`src/rtl/wb_arbiter_pkg.sv`:
```
// -----------------------------------------------------------------------------
// wb_arbiter_pkg
// Shared definitions for the writeback arbiter: register-address and data bus
// widths, the default number of writeback requesters, the registered
// write-port record and a helper that turns a register address into a one-hot
// scoreboard mask.
// Ports: none (package).
// -----------------------------------------------------------------------------
package wb_arbiter_pkg;

    localparam int REG_ADDR_BUS = 5;
    localparam int DATA_BUS     = 32;
    localparam int NREQ_DEFAULT = 4;
    localparam int NUM_REGS     = 1 << REG_ADDR_BUS;

    typedef logic [REG_ADDR_BUS-1:0] reg_addr_t;
    typedef logic [DATA_BUS-1:0]     data_t;

    // One register-file write port as it sits in the output register.
    typedef struct packed {
        logic      we;
        reg_addr_t addr;
        data_t     data;
    } wr_port_t;

    // One-hot mask for register 'addr'; x0 never appears in the scoreboard.
    function automatic logic [NUM_REGS-1:0] reg_mask(input logic en, input reg_addr_t addr);
        logic [NUM_REGS-1:0] m;
        m = '0;
        if (en && (addr != '0)) begin
            m[addr] = 1'b1;
        end
        return m;
    endfunction

endpackage

```
`src/rtl/wb_arbiter_rr_pick2.sv`:
```
// -----------------------------------------------------------------------------
// rr_pick2
// Combinational rotating two-grant picker. Starting at ptr_i and walking the
// requesters in increasing (wrapping) order, the first valid requester gets
// grant1_o and the second valid requester gets grant2_o, unless the second
// targets the same nonzero register as the first, in which case only the
// first is granted and the second retries later.
// Ports:
//   valid_i     [NREQ]        requester has a pending write
//   conflict_i  [NREQ][NREQ]  conflict_i[a][b]: a and b target the same nonzero reg
//   ptr_i       [PTR_W]       rotating priority start index
//   grant1_o    [NREQ]        one-hot first grant (or zero)
//   grant2_o    [NREQ]        one-hot second grant (or zero)
// -----------------------------------------------------------------------------
module rr_pick2
    import wb_arbiter_pkg::*;
#(
    parameter int NREQ  = NREQ_DEFAULT,
    parameter int PTR_W = $clog2(NREQ)
) (
    input  logic [NREQ-1:0]           valid_i,
    input  logic [NREQ-1:0][NREQ-1:0] conflict_i,
    input  logic [PTR_W-1:0]          ptr_i,
    output logic [NREQ-1:0]           grant1_o,
    output logic [NREQ-1:0]           grant2_o
);

    logic [PTR_W-1:0] idx;
    logic [PTR_W-1:0] first;
    logic             found1;
    logic             found2;

    always_comb begin
        grant1_o = '0;
        grant2_o = '0;
        idx      = '0;
        first    = '0;
        found1   = 1'b0;
        found2   = 1'b0;
        for (int k = 0; k < NREQ; k++) begin
            idx = PTR_W'((int'(ptr_i) + k) % NREQ);
            if (valid_i[idx]) begin
                if (!found1) begin
                    found1          = 1'b1;
                    first           = idx;
                    grant1_o[idx]   = 1'b1;
                end else if (!found2) begin
                    // The second candidate is consumed even when it conflicts,
                    // so a third requester never jumps ahead of it.
                    found2 = 1'b1;
                    if (!conflict_i[first][idx]) begin
                        grant2_o[idx] = 1'b1;
                    end
                end
            end
        end
    end

endmodule

```
`src/rtl/wb_arbiter.sv`:
```
// -----------------------------------------------------------------------------
// wb_arbiter
// Writeback arbiter for a two-write-port register file. Up to two requesters
// are granted per cycle in rotating priority; the granted writes are
// registered onto we1/waddr1/wdata1 and we2/waddr2/wdata2 one cycle after the
// grant. A 32-bit scoreboard (busy) tracks registers with a write in flight:
// set by the issue stage, cleared when the write is loaded onto a port.
// Handshake: a transfer happens in a cycle where req_valid[i] && req_ready[i];
// req_ready is combinational, and a requester holds addr/data stable while
// valid and not ready.
// Ports:
//   clk, rst                 clock, asynchronous active-high reset
//   req_valid/addr/data      per-requester write request (addr 5b, data 32b)
//   req_ready                per-requester grant
//   we1/waddr1/wdata1        registered register-file write port 1
//   we2/waddr2/wdata2        registered register-file write port 2
//   iss_valid/iss_addr       issue stage marks a destination as in flight
//   busy                     scoreboard, busy[0] always 0
// -----------------------------------------------------------------------------
module wb_arbiter
    import wb_arbiter_pkg::*;
#(
    parameter int NREQ = NREQ_DEFAULT
) (
    input  logic                         clk,
    input  logic                         rst,
    input  logic [NREQ-1:0]              req_valid,
    input  logic [NREQ*REG_ADDR_BUS-1:0] req_addr,
    input  logic [NREQ*DATA_BUS-1:0]     req_data,
    output logic [NREQ-1:0]              req_ready,
    output logic                         we1,
    output logic [REG_ADDR_BUS-1:0]      waddr1,
    output logic [DATA_BUS-1:0]          wdata1,
    output logic                         we2,
    output logic [REG_ADDR_BUS-1:0]      waddr2,
    output logic [DATA_BUS-1:0]          wdata2,
    input  logic                         iss_valid,
    input  logic [REG_ADDR_BUS-1:0]      iss_addr,
    output logic [NUM_REGS-1:0]          busy
);

    localparam int PTR_W = $clog2(NREQ);

    logic [PTR_W-1:0]          rr_ptr_q;
    logic [PTR_W-1:0]          rr_ptr_d;
    wr_port_t                  wr1_q;
    wr_port_t                  wr1_d;
    wr_port_t                  wr2_q;
    wr_port_t                  wr2_d;
    logic [NUM_REGS-1:0]       busy_q;
    logic [NUM_REGS-1:0]       busy_d;
    logic [NREQ-1:0]           pick_valid;
    logic [NREQ-1:0]           grant1;
    logic [NREQ-1:0]           grant2;
    logic [NREQ-1:0][NREQ-1:0] conflict;

    // Pairwise same-destination detection; writes to x0 never conflict
    // because they are discarded anyway.
    always_comb begin
        conflict = '0;
        for (int i = 0; i < NREQ; i++) begin
            for (int j = 0; j < NREQ; j++) begin
                conflict[i][j] = (req_addr[i*REG_ADDR_BUS +: REG_ADDR_BUS] ==
                                  req_addr[j*REG_ADDR_BUS +: REG_ADDR_BUS]) &&
                                 (req_addr[i*REG_ADDR_BUS +: REG_ADDR_BUS] != '0);
            end
        end
    end

    // Masking the picker input keeps req_ready low for the whole reset.
    assign pick_valid = req_valid & {NREQ{~rst}};

    rr_pick2 #(
        .NREQ  (NREQ),
        .PTR_W (PTR_W)
    ) u_pick (
        .valid_i    (pick_valid),
        .conflict_i (conflict),
        .ptr_i      (rr_ptr_q),
        .grant1_o   (grant1),
        .grant2_o   (grant2)
    );

    assign req_ready = grant1 | grant2;

    // Route grants to the ports and advance the pointer past the last grant.
    always_comb begin
        wr1_d    = '0;
        wr2_d    = '0;
        rr_ptr_d = rr_ptr_q;
        for (int i = 0; i < NREQ; i++) begin
            if (grant1[i]) begin
                wr1_d.addr = req_addr[i*REG_ADDR_BUS +: REG_ADDR_BUS];
                wr1_d.data = req_data[i*DATA_BUS +: DATA_BUS];
                wr1_d.we   = (req_addr[i*REG_ADDR_BUS +: REG_ADDR_BUS] != '0);
                if (grant2 == '0) begin
                    rr_ptr_d = PTR_W'((i + 1) % NREQ);
                end
            end
            if (grant2[i]) begin
                wr2_d.addr = req_addr[i*REG_ADDR_BUS +: REG_ADDR_BUS];
                wr2_d.data = req_data[i*DATA_BUS +: DATA_BUS];
                wr2_d.we   = (req_addr[i*REG_ADDR_BUS +: REG_ADDR_BUS] != '0);
                rr_ptr_d   = PTR_W'((i + 1) % NREQ);
            end
        end
    end

    // Clear on the edge that loads the write, then OR in the new issue so a
    // same-edge set of the same register survives (newer write wins).
    always_comb begin
        busy_d = (busy_q & ~(reg_mask(wr1_d.we, wr1_d.addr) | reg_mask(wr2_d.we, wr2_d.addr)))
                 | reg_mask(iss_valid, iss_addr);
    end

    always_ff @(posedge clk or posedge rst) begin
        if (rst) begin
            rr_ptr_q <= '0;
            wr1_q    <= '0;
            wr2_q    <= '0;
            busy_q   <= '0;
        end else begin
            rr_ptr_q <= rr_ptr_d;
            wr1_q    <= wr1_d;
            wr2_q    <= wr2_d;
            busy_q   <= busy_d;
        end
    end

    assign we1    = wr1_q.we;
    assign waddr1 = wr1_q.addr;
    assign wdata1 = wr1_q.data;
    assign we2    = wr2_q.we;
    assign waddr2 = wr2_q.addr;
    assign wdata2 = wr2_q.data;
    assign busy   = busy_q;

endmodule

```
`config.mk`:
```
export PLATFORM = sky130hd
export DESIGN_NAME = wb_arbiter
export DESIGN_NICKNAME = d
export VERILOG_FILES = /design/src/rtl/wb_arbiter_pkg.sv /design/src/rtl/wb_arbiter_rr_pick2.sv /design/src/rtl/wb_arbiter.sv
export SDC_FILE = /design/constraint.sdc
export NUM_CORES = 1
export LEC_CHECK = 0
export CAP_MARGIN = 20
export CORE_MARGIN = 5
export CORE_UTILIZATION = 46
export DETAILED_ROUTE_END_ITERATION = 10
export PLACE_DENSITY = 0.88
export SLEW_MARGIN = 20
export SYNTH_ARGS = -nofsm -noshare
export SYNTH_HDL_FRONTEND = slang
export SYNTH_HIERARCHICAL = 1
export SYNTH_SLANG_ARGS = --single-unit
```
`constraint.sdc`:
```
create_clock -name clk -period 7.5 [get_ports clk]
set_clock_uncertainty 0.05 [all_clocks]
set_input_delay 1.5 -clock clk [delete_from_list [all_inputs] [get_ports clk]]
set_output_delay 1.5 -clock clk [all_outputs]
set_load 0.01 [all_outputs]
```
== Yosys cells after proc, flatten, opt, wreduce, memory -nomap -nowiden ==
Index checks and enable logic that the tools add are counted.

* Flip-flop bits (word level): 110
* Input bits: 160

* Add/subtract/negate cells: 3
* Order comparisons: 17
* Eq/ne operators: 12
* Muxes and demuxes: 87
* Bitwise gates (word level): 12
* Reductions and logical operators: 30

{| class="wikitable"
|+ Operator list
! operator !! number
|-
| 38-bit two-way mux || 8
|-
| 32-bit two-way mux || 3
|-
| 4-bit two-way mux || 21
|-
| 32-bit OR || 2
|-
| 5-bit equality test || 12
|-
| 5-bit nonzero test || 7
|-
| 2-bit two-way mux || 17
|-
| 32-bit AND || 1
|-
| 32-bit NOT || 1
|-
| 4-bit binary-select mux with 2-bit select || 3
|-
| 4-bit OR || 6
|-
| 1-bit logical AND || 22
|-
| 2-bit by 3-bit < comparator with 1-bit output, second input constant || 7
|-
| 1-bit two-way mux || 21
|-
| 5-bit by 6-bit < comparator with 1-bit output, second input constant || 3
|-
| 1-bit demux with 5-bit select || 3
|-
| 5-bit by 1-bit >= comparator with 1-bit output, second input constant || 3
|-
| 1-bit binary-select mux with 2-bit select || 7
|-
| 1-bit demux with 2-bit select || 4
|-
| 2-bit by 1-bit >= comparator with 1-bit output, second input constant || 4
|-
| 2-bit adder, second input constant || 2
|-
| 4-bit AND || 1
|-
| 4-bit zero test || 1
|-
| 2-bit by 1-bit adder with 2-bit output, second input constant || 1
|-
| 1-bit NOT || 1
|}

== Depth between registers and ports, before layout ==
Gate-level depths: netlist of the first run.

* Depth in word-level cells: 35
* Depth in mapped cells: 21
* Depth with buffers taken out: 17

== Modules after synthesis ==
Netlist of the first run, hierarchy kept.

{| class="wikitable"
|+ Modules (own cells, without submodules)
! module !! times used !! cells an instance !! area each (sq um) !! seq. area each (sq um)
|-
| wb_arbiter || 1 || 727 || 6382.4 || 2752.6
|-
| rr_pick2 || 1 || 125 || 1066.0 || 0.0
|}

== Worst setup path before layout of the first run ==
OpenSTA, ideal clock, no wires.

* Kind: input to output
* Start point: in req_valid[3]
* End point: out req_ready[2]
* Arrival time: 5.037 ns
* Data required time: 5.950 ns
* Path slack: 0.913 ns
* Stages on the path: 15
* Path buffers: 4
* Cell sequence: nor2b_1 buf_2 mux4_2 clkbuf_1 ha_1 inv_1 mux2i_1 nor3_1 or4b_2 nand4b_1 a32oi_1 o21ai_1 clkbuf_1 buf_1 or2_2

* Longest elaborated chain between the ends: 22

{| class="wikitable"
|+ RTL lines
! element !! line !! source
|-
| from (decl) || wb_arbiter.sv:27 || <nowiki>input logic [NREQ-1:0] req_valid,</nowiki>
|-
| 4-bit AND * || wb_arbiter.sv:71 || <nowiki>assign pick_valid = req_valid & {NREQ{~rst}};</nowiki>
|-
| 1-bit binary-select mux with 2-bit select || wb_arbiter_rr_pick2.sv:42 || <nowiki>if (valid_i[idx]) begin</nowiki>
|-
| 1-bit two-way mux (implied by the code) || wb_arbiter_rr_pick2.sv:42 ||
|-
| 2-bit two-way mux || wb_arbiter_rr_pick2.sv:42 ||
|-
| 4-bit binary-select mux with 2-bit select || wb_arbiter_rr_pick2.sv:51 || <nowiki>if (!conflict_i[first][idx]) begin</nowiki>
|-
| 4-bit two-way mux (implied by the code) || wb_arbiter_rr_pick2.sv:51 ||
|-
| 1-bit binary-select mux with 2-bit select || wb_arbiter_rr_pick2.sv:51 ||
|-
| 1-bit two-way mux (implied by the code) || wb_arbiter_rr_pick2.sv:51 ||
|-
| (+7 left out) || n/a ||
|-
| 4-bit two-way mux || wb_arbiter_rr_pick2.sv:42 ||
|-
| 4-bit OR (no source line) || n/a ||
|-
| 4-bit two-way mux || wb_arbiter_rr_pick2.sv:51 ||
|-
| 4-bit two-way mux || wb_arbiter_rr_pick2.sv:47 || <nowiki>end else if (!found2) begin</nowiki>
|-
| 4-bit two-way mux || wb_arbiter_rr_pick2.sv:43 || <nowiki>if (!found1) begin</nowiki>
|-
| 4-bit two-way mux * || wb_arbiter_rr_pick2.sv:42 ||
|-
| via grant2[2] || wb_arbiter.sv:54 || <nowiki>logic [NREQ-1:0] grant2;</nowiki>
|-
| 4-bit OR * || wb_arbiter.sv:84 || <nowiki>assign req_ready = grant1 | grant2;</nowiki>
|-
| to (decl) || wb_arbiter.sv:30 || <nowiki>output logic [NREQ-1:0] req_ready,</nowiki>
|}

The timed path passes the listed nets; every way through them passes the cells marked *. The select of a mux whose other input is x is not followed.

== Worst setup path in the final report of the first run ==
* Start point: in rst
* End point: out req_ready[0]

* Longest elaborated chain between the ends: 23

{| class="wikitable"
|+ RTL lines
! element !! line !! source
|-
| from (decl) || wb_arbiter.sv:26 || <nowiki>input logic rst,</nowiki>
|-
| 1-bit NOT * || wb_arbiter.sv:71 ||
|-
| 4-bit AND * || wb_arbiter.sv:71 ||
|-
| via pick_valid[0] || wb_arbiter.sv:52 || <nowiki>logic [NREQ-1:0] pick_valid;</nowiki>
|-
| 1-bit binary-select mux with 2-bit select || wb_arbiter_rr_pick2.sv:42 ||
|-
| 1-bit two-way mux (implied by the code) || wb_arbiter_rr_pick2.sv:42 ||
|-
| 2-bit two-way mux || wb_arbiter_rr_pick2.sv:42 ||
|-
| 4-bit binary-select mux with 2-bit select || wb_arbiter_rr_pick2.sv:51 ||
|-
| 4-bit two-way mux (implied by the code) || wb_arbiter_rr_pick2.sv:51 ||
|-
| (+9 left out) || n/a ||
|-
| 4-bit two-way mux || wb_arbiter_rr_pick2.sv:42 ||
|-
| 4-bit OR (no source line) || n/a ||
|-
| 4-bit two-way mux || wb_arbiter_rr_pick2.sv:51 ||
|-
| 4-bit two-way mux || wb_arbiter_rr_pick2.sv:47 ||
|-
| 4-bit two-way mux || wb_arbiter_rr_pick2.sv:43 ||
|-
| 4-bit two-way mux * || wb_arbiter_rr_pick2.sv:42 ||
|-
| via grant2[0] || wb_arbiter.sv:54 ||
|-
| 4-bit OR * || wb_arbiter.sv:84 ||
|}

Marks and branches as above.

==> results of run 1 <==
[registers in the layout (all words and copies together) (netlist names)]
| register | count |
|---|---|
| busy | 32 |
| wdata1 | 32 |
| wdata2 | 32 |
| waddr1 | 5 |
| waddr2 | 5 |
| rr_ptr_q | 2 |
| we1 | 1 |
| we2 | 1 |
[report_power, final]
group	internal (mW)	switching, mW
Sequential	0.832	0.0990
Clock	0.313	0.228
Combinational	1.41	2.03
[synth_stat cells, drive strengths merged (5+ instances only)]
| cell type | number |
|---|---|
| dfrtp | 110 |
| o21ai | 110 |
| nand2 | 96 |
| a22oi | 73 |
| clkbuf | 61 |
| nor2 | 59 |
| a21oi | 41 |
| a221o | 34 |
| a2bb2o | 28 |
| buf | 24 |
| nor3 | 22 |
| nor2b | 20 |
| inv | 18 |
| xnor2 | 18 |
| mux2i | 15 |
| xor2 | 13 |
| mux4 | 11 |
| nand2b | 9 |
| nand3 | 8 |
| or2 | 8 |
| a221oi | 7 |
| nor4 | 7 |
| a32oi | 6 |
| and2 | 6 |
| nand4 | 6 |
| ha | 5 |
| nor3b | 5 |
[repair_timing]
item,4_1_cts,5_1_grt
hold buffers,0,0
setup endpoints to repair,0,2
resized for setup,0,1
[area by class of cell]
cell class              count  area [sq um]  share of cell area [%]
clock buffers              12         256.5                   2.411
well taps                 216         270.3                   2.541
inverters                  20         77.57                  0.7293
multi-input cells         637          4350                   40.90
flip-flops and latches    110          2753                   25.88
repair buffers            288          2853                   26.82
clock inverters             4         76.32                  0.7176
[cells by family after synthesis]
logic type / count (synthesis) / share of synthesized area [%]
buffers and inverters: 105 / 5.644
adder cells (fa/ha/maj): 5 / 0.8399
AND/OR/NAND/NOR: 253 / 16.36
flip-flops: 110 / 36.96
multiplexers: 28 / 5.695
AO/OA/AOI/OAI: 320 / 30.86
XOR/XNOR: 31 / 3.645
[layer usage]
metal	up-vias	global-route usage [%]	part of all wire, %
met4	0	13.03	4.7
li1	3589	-	-
met2	502	47.60	48
met5	-	0	0
met1	3842	37.39	38
met3	94	6.903	9.9
[final timing paths]
path	from	endpoint	slack, ns	depth (start not counted)
setup / recovery	rst	req_ready[0]	0.39	13
setup reg to reg	rr_ptr_q[1]	busy[12]	1.51	16
hold / removal	busy[0]	busy[0]	0.33	0
max in group asynchronous	rst	wdata1[4]	4.50	3
min in group asynchronous	rst	wdata1[1]	1.68	2
hold reg to reg	busy[0]	busy[0]	0.33	0
[placed cells by master, fill, tap and decap left out, types with 6 or more instances in the layout]
master,netlist,routed
or2_2,7,7
nand3_1,8,8
nand2b_1,8,8
a32oi_1,6,6
dfrtp_1,110,110
nor2_1,58,58
nor3_2,6,6
clkbuf_16,0,9
nor2b_1,20,17
a22oi_1,71,71
o21ai_4,0,6
xor2_1,13,13
o21ai_0,105,102
a221oi_1,6,6
a21oi_1,41,41
nor4_1,7,7
a2bb2o_1,28,28
xnor2_1,18,18
buf_4,1,16
clkdlybuf4s50_1,0,271
a221o_1,34,34
nand2_1,96,96
mux4_2,11,11
nor3_1,16,16
and2_1,6,6
nand4_1,6,6
inv_1,13,12
mux2i_1,14,14
==> results.json, run 1 <==
{
  "syn_nets": 1017,
  "rsz0062_at_grt": "no",
  "port_buffers": 271,
  "cts_max_level": 3,
  "postLayoutCellArea_sq_um": 10640,
  "clock_sinks": 110,
  "worstPathArrival_ns": 5.56,
  "hpwl_microns": 20340,
  "post-route-drc-count": 0,
  "ios": 272,
  "worst_slack_ns": 0.3928,
  "hold_path_class": "reg -> reg",
  "synth_top_cell_area_share_pct": 36.96,
  "grt.overflow.total": 0,
  "p_leak_nw": 4.153,
  "area_growth_syn_to_layout_pct": 42.80,
  "syn_inst": 852,
  "syn_area_per_cell_sq_um": 8.742,
  "placed_area_sq_um": 10300,
  "cp-end-kind": "primary output",
  "wl_per_cell_microns": 21.84,
  "vdd_drop_max_uv": 210.2,
  "finalCritPeriodShare_pct": 94.76,
  "cts-buffers-inserted": 9,
  "die_x_microns": 137.3,
  "first_pass_iters": 5,
  "postLayoutCoreUtil_pct": 66.96,
  "crit_family": "buffers and inverters",
  "clkTransAtPathRegs_ns": 0.07,
  "cts_tree": "built",
  "ys_types": 60,
  "setup_viol": 0,
  "status": "completed",
  "max_freq_mhz": 140.7,
  "synth.yosys.warnings": 6,
  "cp-start-kind": "input pin",
  "layoutNonFillerInstCount": 1287,
  "cts_setup_buffers": 0,
  "worstSetupPathType": "in -> out",
  "hold_ws_ns": 0.3334,
  "place.gp.congestion": 0.9516,
  "period_minus_slack_ns": 7.107,
  "rows": 46,
  "synth_flop_cell": "dfrtp_1",
  "vias_per_cell": 6.237,
  "path_buf_inv": 3,
  "maxSlewHeadroom_pct": 38.18,
  "start_util_pct": 46.89,
  "cp_slowest_cell": "mux4_2",
  "num_antenna_cells": 0,
  "grt_max_degree": 81,
  "path_cells": "clkdlybuf4s50_1, nor2b_1, mux4_2, ha_1, clkinv_1, nor2_1, a22o_2, mux2i_1, mux4_2, a22oi_4, o21ai_1, or2_2, clkdlybuf4s50_1",
  "drive_gt1_share_pct": 8.123,
  "grt_pass1_vias": 7658,
  "clockBufferDepth": 2,
  "fillers": 1270,
  "drt_iter0_markers": 804,
  "antenna_found_initial": 0,
  "tightestPinTransition_ns": 0.9230,
  "nets": 1231,
  "place_inst": 1271,
  "worst-path-max-fanout": 7,
  "clockRootBuffer": "clkbuf_16",
  "drt_wl_total_microns": 28110,
  "grt_pass1_wl_microns": 42600,
  "total_power_mw": 4.906,
  "power.density_nw_per_um2": 461.2,
  "dpl_worst_slack_ns": 0.1993,
  "track_usage_pct": 29.33,
  "hold_violations": 0,
  "synth_top_area_cell": "dfrtp_1",
  "ys_async_sr_fraction_pct": 100.0,
  "coreArea_sq_um": 15890,
  "ys_top_cells_by_area": "dfrtp_1 37%, a22oi_1 7.2%, o21ai_0 7.1%, nand2_1 4.8%, a221o_1 4.6%",
  "cap_violations": 0,
  "die_area_sq_um": 18840,
  "insertion_delay_ns": 0.36,
  "vias": 8027,
  "required_ns": 5.95,
  "yosys_register_bits": 110,
  "synth_enable_flop_cells": 0,
  "detail-route-antenna-nets": 0,
  "setup_tns_ns": 0,
  "maxSlewViolCount": 0,
  "critPathMaxStageDelay_ns": 0.53,
  "die_y_microns": 137.3,
  "syn-cell-area_sq_um": 7448,
  "yosysSeqAreaShare_pct": 36.96
}
No activity file was read; power rests on OpenSTA's default activity.
==> run 2, diff against run 1 <==
CORE_UTILIZATION = 47   (was 46)
SLEW_MARGIN = unset   (was 20)
SYNTH_HIERARCHICAL = unset   (was 1)
==> results.json, run 2 <==
{
  "cap_violations": 0,
  "track_usage_pct": 30.66,
  "vias_per_cell": 6.291,
  "drive_gt1_share_pct": 7.404,
  "path_cells": "clkdlybuf4s50_1, mux2i_1, nor2_1, or2_2, ha_1, mux2i_4, nor2_1, o311ai_0, a211o_1, nor2_2, a221o_2, or2_2, clkdlybuf4s50_1",
  "finalCritPeriodShare_pct": 94.66,
  "synth_top_cell_area_share_pct": 34.70,
  "antenna_found_initial": 0,
  "wl_per_cell_microns": 21.88,
  "insertion_delay_ns": 0.35,
  "die_area_sq_um": 19580,
  "synth_compound_area_share_pct": 32.05,
  "place.gp.congestion": 0.9963,
  "hold_ws_ns": 0.3295,
  "nets": 1363,
  "final_common_cell": "clkdlybuf4s50_1",
  "num_antenna_cells": 0,
  "path_buf_inv": 2,
  "cts_tree": "built",
  "cp-end-kind": "primary output",
  "tightestPinTransition_ns": 0.8430,
  "hold_violations": 0,
  "worst_slack_ns": 0.4002,
  "detail-route-antenna-nets": 0,
  "status": "completed",
  "grt_pass1_vias": 8685,
  "maxSlewHeadroom_pct": 43.80,
  "hold_buffers": 0,
  "vdd_drop_max_uv": 273.1,
  "synth_flop_cell": "dfrtp_1",
  "area_growth_syn_to_layout_pct": 39.76,
  "port_buffers": 271,
  "synthTopCellsByCount": "148 x nand2_1, 110 x dfrtp_1, 94 x o21ai_0",
  "rsz0062_at_grt": "no",
  "synth-simple-area-share_pct": 20.96,
  "synth_top_area_cell": "dfrtp_1",
  "die_y_microns": 139.9,
  "setup_viol": 0,
  "yosysSeqAreaShare_pct": 34.70,
  "total_power_mw": 4.480,
  "rows": 47,
  "worst-path-max-fanout": 14,
  "cp-start-kind": "input pin",
  "first_pass_iters": 5,
  "hpwl_microns": 22610,
  "clockRootBuffer": "clkbuf_16",
  "dpl_worst_slack_ns": 0.4561,
  "cts_setup_buffers": 0,
  "ys_types": 89,
  "start_util_pct": 47.83,
  "syn-cell-area_sq_um": 7933,
  "post-route-drc-count": 0,
  "cts_max_level": 3,
  "p_leak_nw": 4.324,
  "drt_wl_total_microns": 31120,
  "syn_inst": 980,
  "ys_top_cells_by_area": "dfrtp_1 35%, nand2_1 7.0%, o21ai_0 5.9%, nor2_1 4.4%, a22oi_1 4.2%",
  "drt_iter0_markers": 752,
  "crit_family": "compound AO/OA/AOI/OAI gates",
  "hold_path_class": "reg -> reg",
  "grt_max_degree": 82,
  "clkTransAtPathRegs_ns": 0.08,
  "yosys-mux-area-fraction_pct": 2.382,
  "synth_xor_area_share_pct": 3.533,
  "yosys_register_bits": 110,
  "worstPathArrival_ns": 5.55,
  "synth_fa_ha_area_share_pct": 0.7886,
  "grt.overflow.total": 0,
  "period_minus_slack_ns": 7.100,
  "syn_nets": 1145,
  "ios": 272,
  "coreArea_sq_um": 16580,
  "cp_slowest_cell": "clkdlybuf4s50_1",
  "synth_enable_flop_cells": 0,
  "clockBufferDepth": 2,
  "syn_area_per_cell_sq_um": 8.094,
  "worstSetupPathType": "in -> out",
  "power.density_nw_per_um2": 404.0,
  "ctsResizeCount": 0,
  "synth_most_common_cell": "nand2_1",
  "grt_pass1_wl_microns": 48610,
  "synth_top_family_by_area": "compound AO/OA/AOI/OAI gates",
  "max_freq_mhz": 140.9,
  "maxSlewViolCount": 0,
  "vias": 8946,
  "clock_sinks": 110,
  "synth.yosys.warnings": 0,
  "cts-buffers-inserted": 9,
  "die_x_microns": 139.9,
  "setup_tns_ns": 0,
  "mostFrequentLayoutCells": "271 x clkdlybuf4s50_1, 148 x nand2_1, 110 x dfrtp_1, 93 x o21ai_0, 92 x nor2_1",
  "ys_async_sr_fraction_pct": 100.0,
  "critPathMaxStageDelay_ns": 0.54,
  "required_ns": 5.95
}
## run 2: final timing paths
check                                  start  slack, ns            to  cells after the start
worst max-delay path            req_valid[2]       0.40  req_ready[3]                     13
worst min-delay path                 busy[0]       0.33       busy[0]                      0
worst max register to register   rr_ptr_q[1]       2.02      busy[14]                     17
worst min register to register       busy[0]       0.33       busy[0]                      0
max in group asynchronous                rst       5.00     wdata1[8]                      3
min in group asynchronous                rst       1.79     waddr2[1]                      3
## run 2: kinds of logic after synthesis
| logic type | after synthesis |
|---|---|
| xor+xnor | 32 |
| fa+ha+maj | 5 |
| mux | 16 |
| buf+inv | 106 |
| simple gates | 359 |
| compound gates | 352 |
| flops | 110 |
## run 2: through the flow
| stage | instance area, sq um | utilization [%] | std cells |
|---|---|---|---|
| floorplan | 7948 | - | 980 |
| global placement | 10800 | 65.14 | 1407 |
| detailed placement | 10800 | 65.14 | 1407 |
| CTS | 11090 | 66.86 | 1422 |
| global route | 11090 | 66.86 | 1422 |
| finish | 11090 | 66.86 | 1422 |
## run 2: layer usage
metal  wire length (microns)  part of all wire (%)  GRT usage, %
met1                   11790                    38         39.03
met2                   14870                    48         50.67
met3                    3096                   9.9         6.408
met4                    1360                   4.4         13.21
met5                       0                     0             0
## run 2: area by class of cell
class / count / area, sq um
clock inverter: 6 / 58.81
sequential: 110 / 2753
fill: 1357 / 5497
clock buffer: 9 / 225.2
tap: 220 / 275.3
inverter: 13 / 53.80
timing repair buffer: 300 / 2930
multi-input combinational: 764 / 4791
## run 2: worst register-to-register path, delay by kind of cell (launching register included)
kind / cells / cell delay (ns)
multiplexers: 2 / 0.61
flip-flops: 1 / 0.33
AO/OA/AOI/OAI: 6 / 1.56
adder cells (fa/ha/maj): 1 / 0.30
AND/OR/NAND/NOR: 4 / 1.25
buffers and inverters: 4 / 1.22
## run 2: power breakdown
| group | internal [mW] | switching [mW] |
|---|---|---|
| logic | 1.27 | 1.82 |
| registers | 0.826 | 0.0905 |
| clock network | 0.230 | 0.242 |
| total | 2.32 | 2.16 |
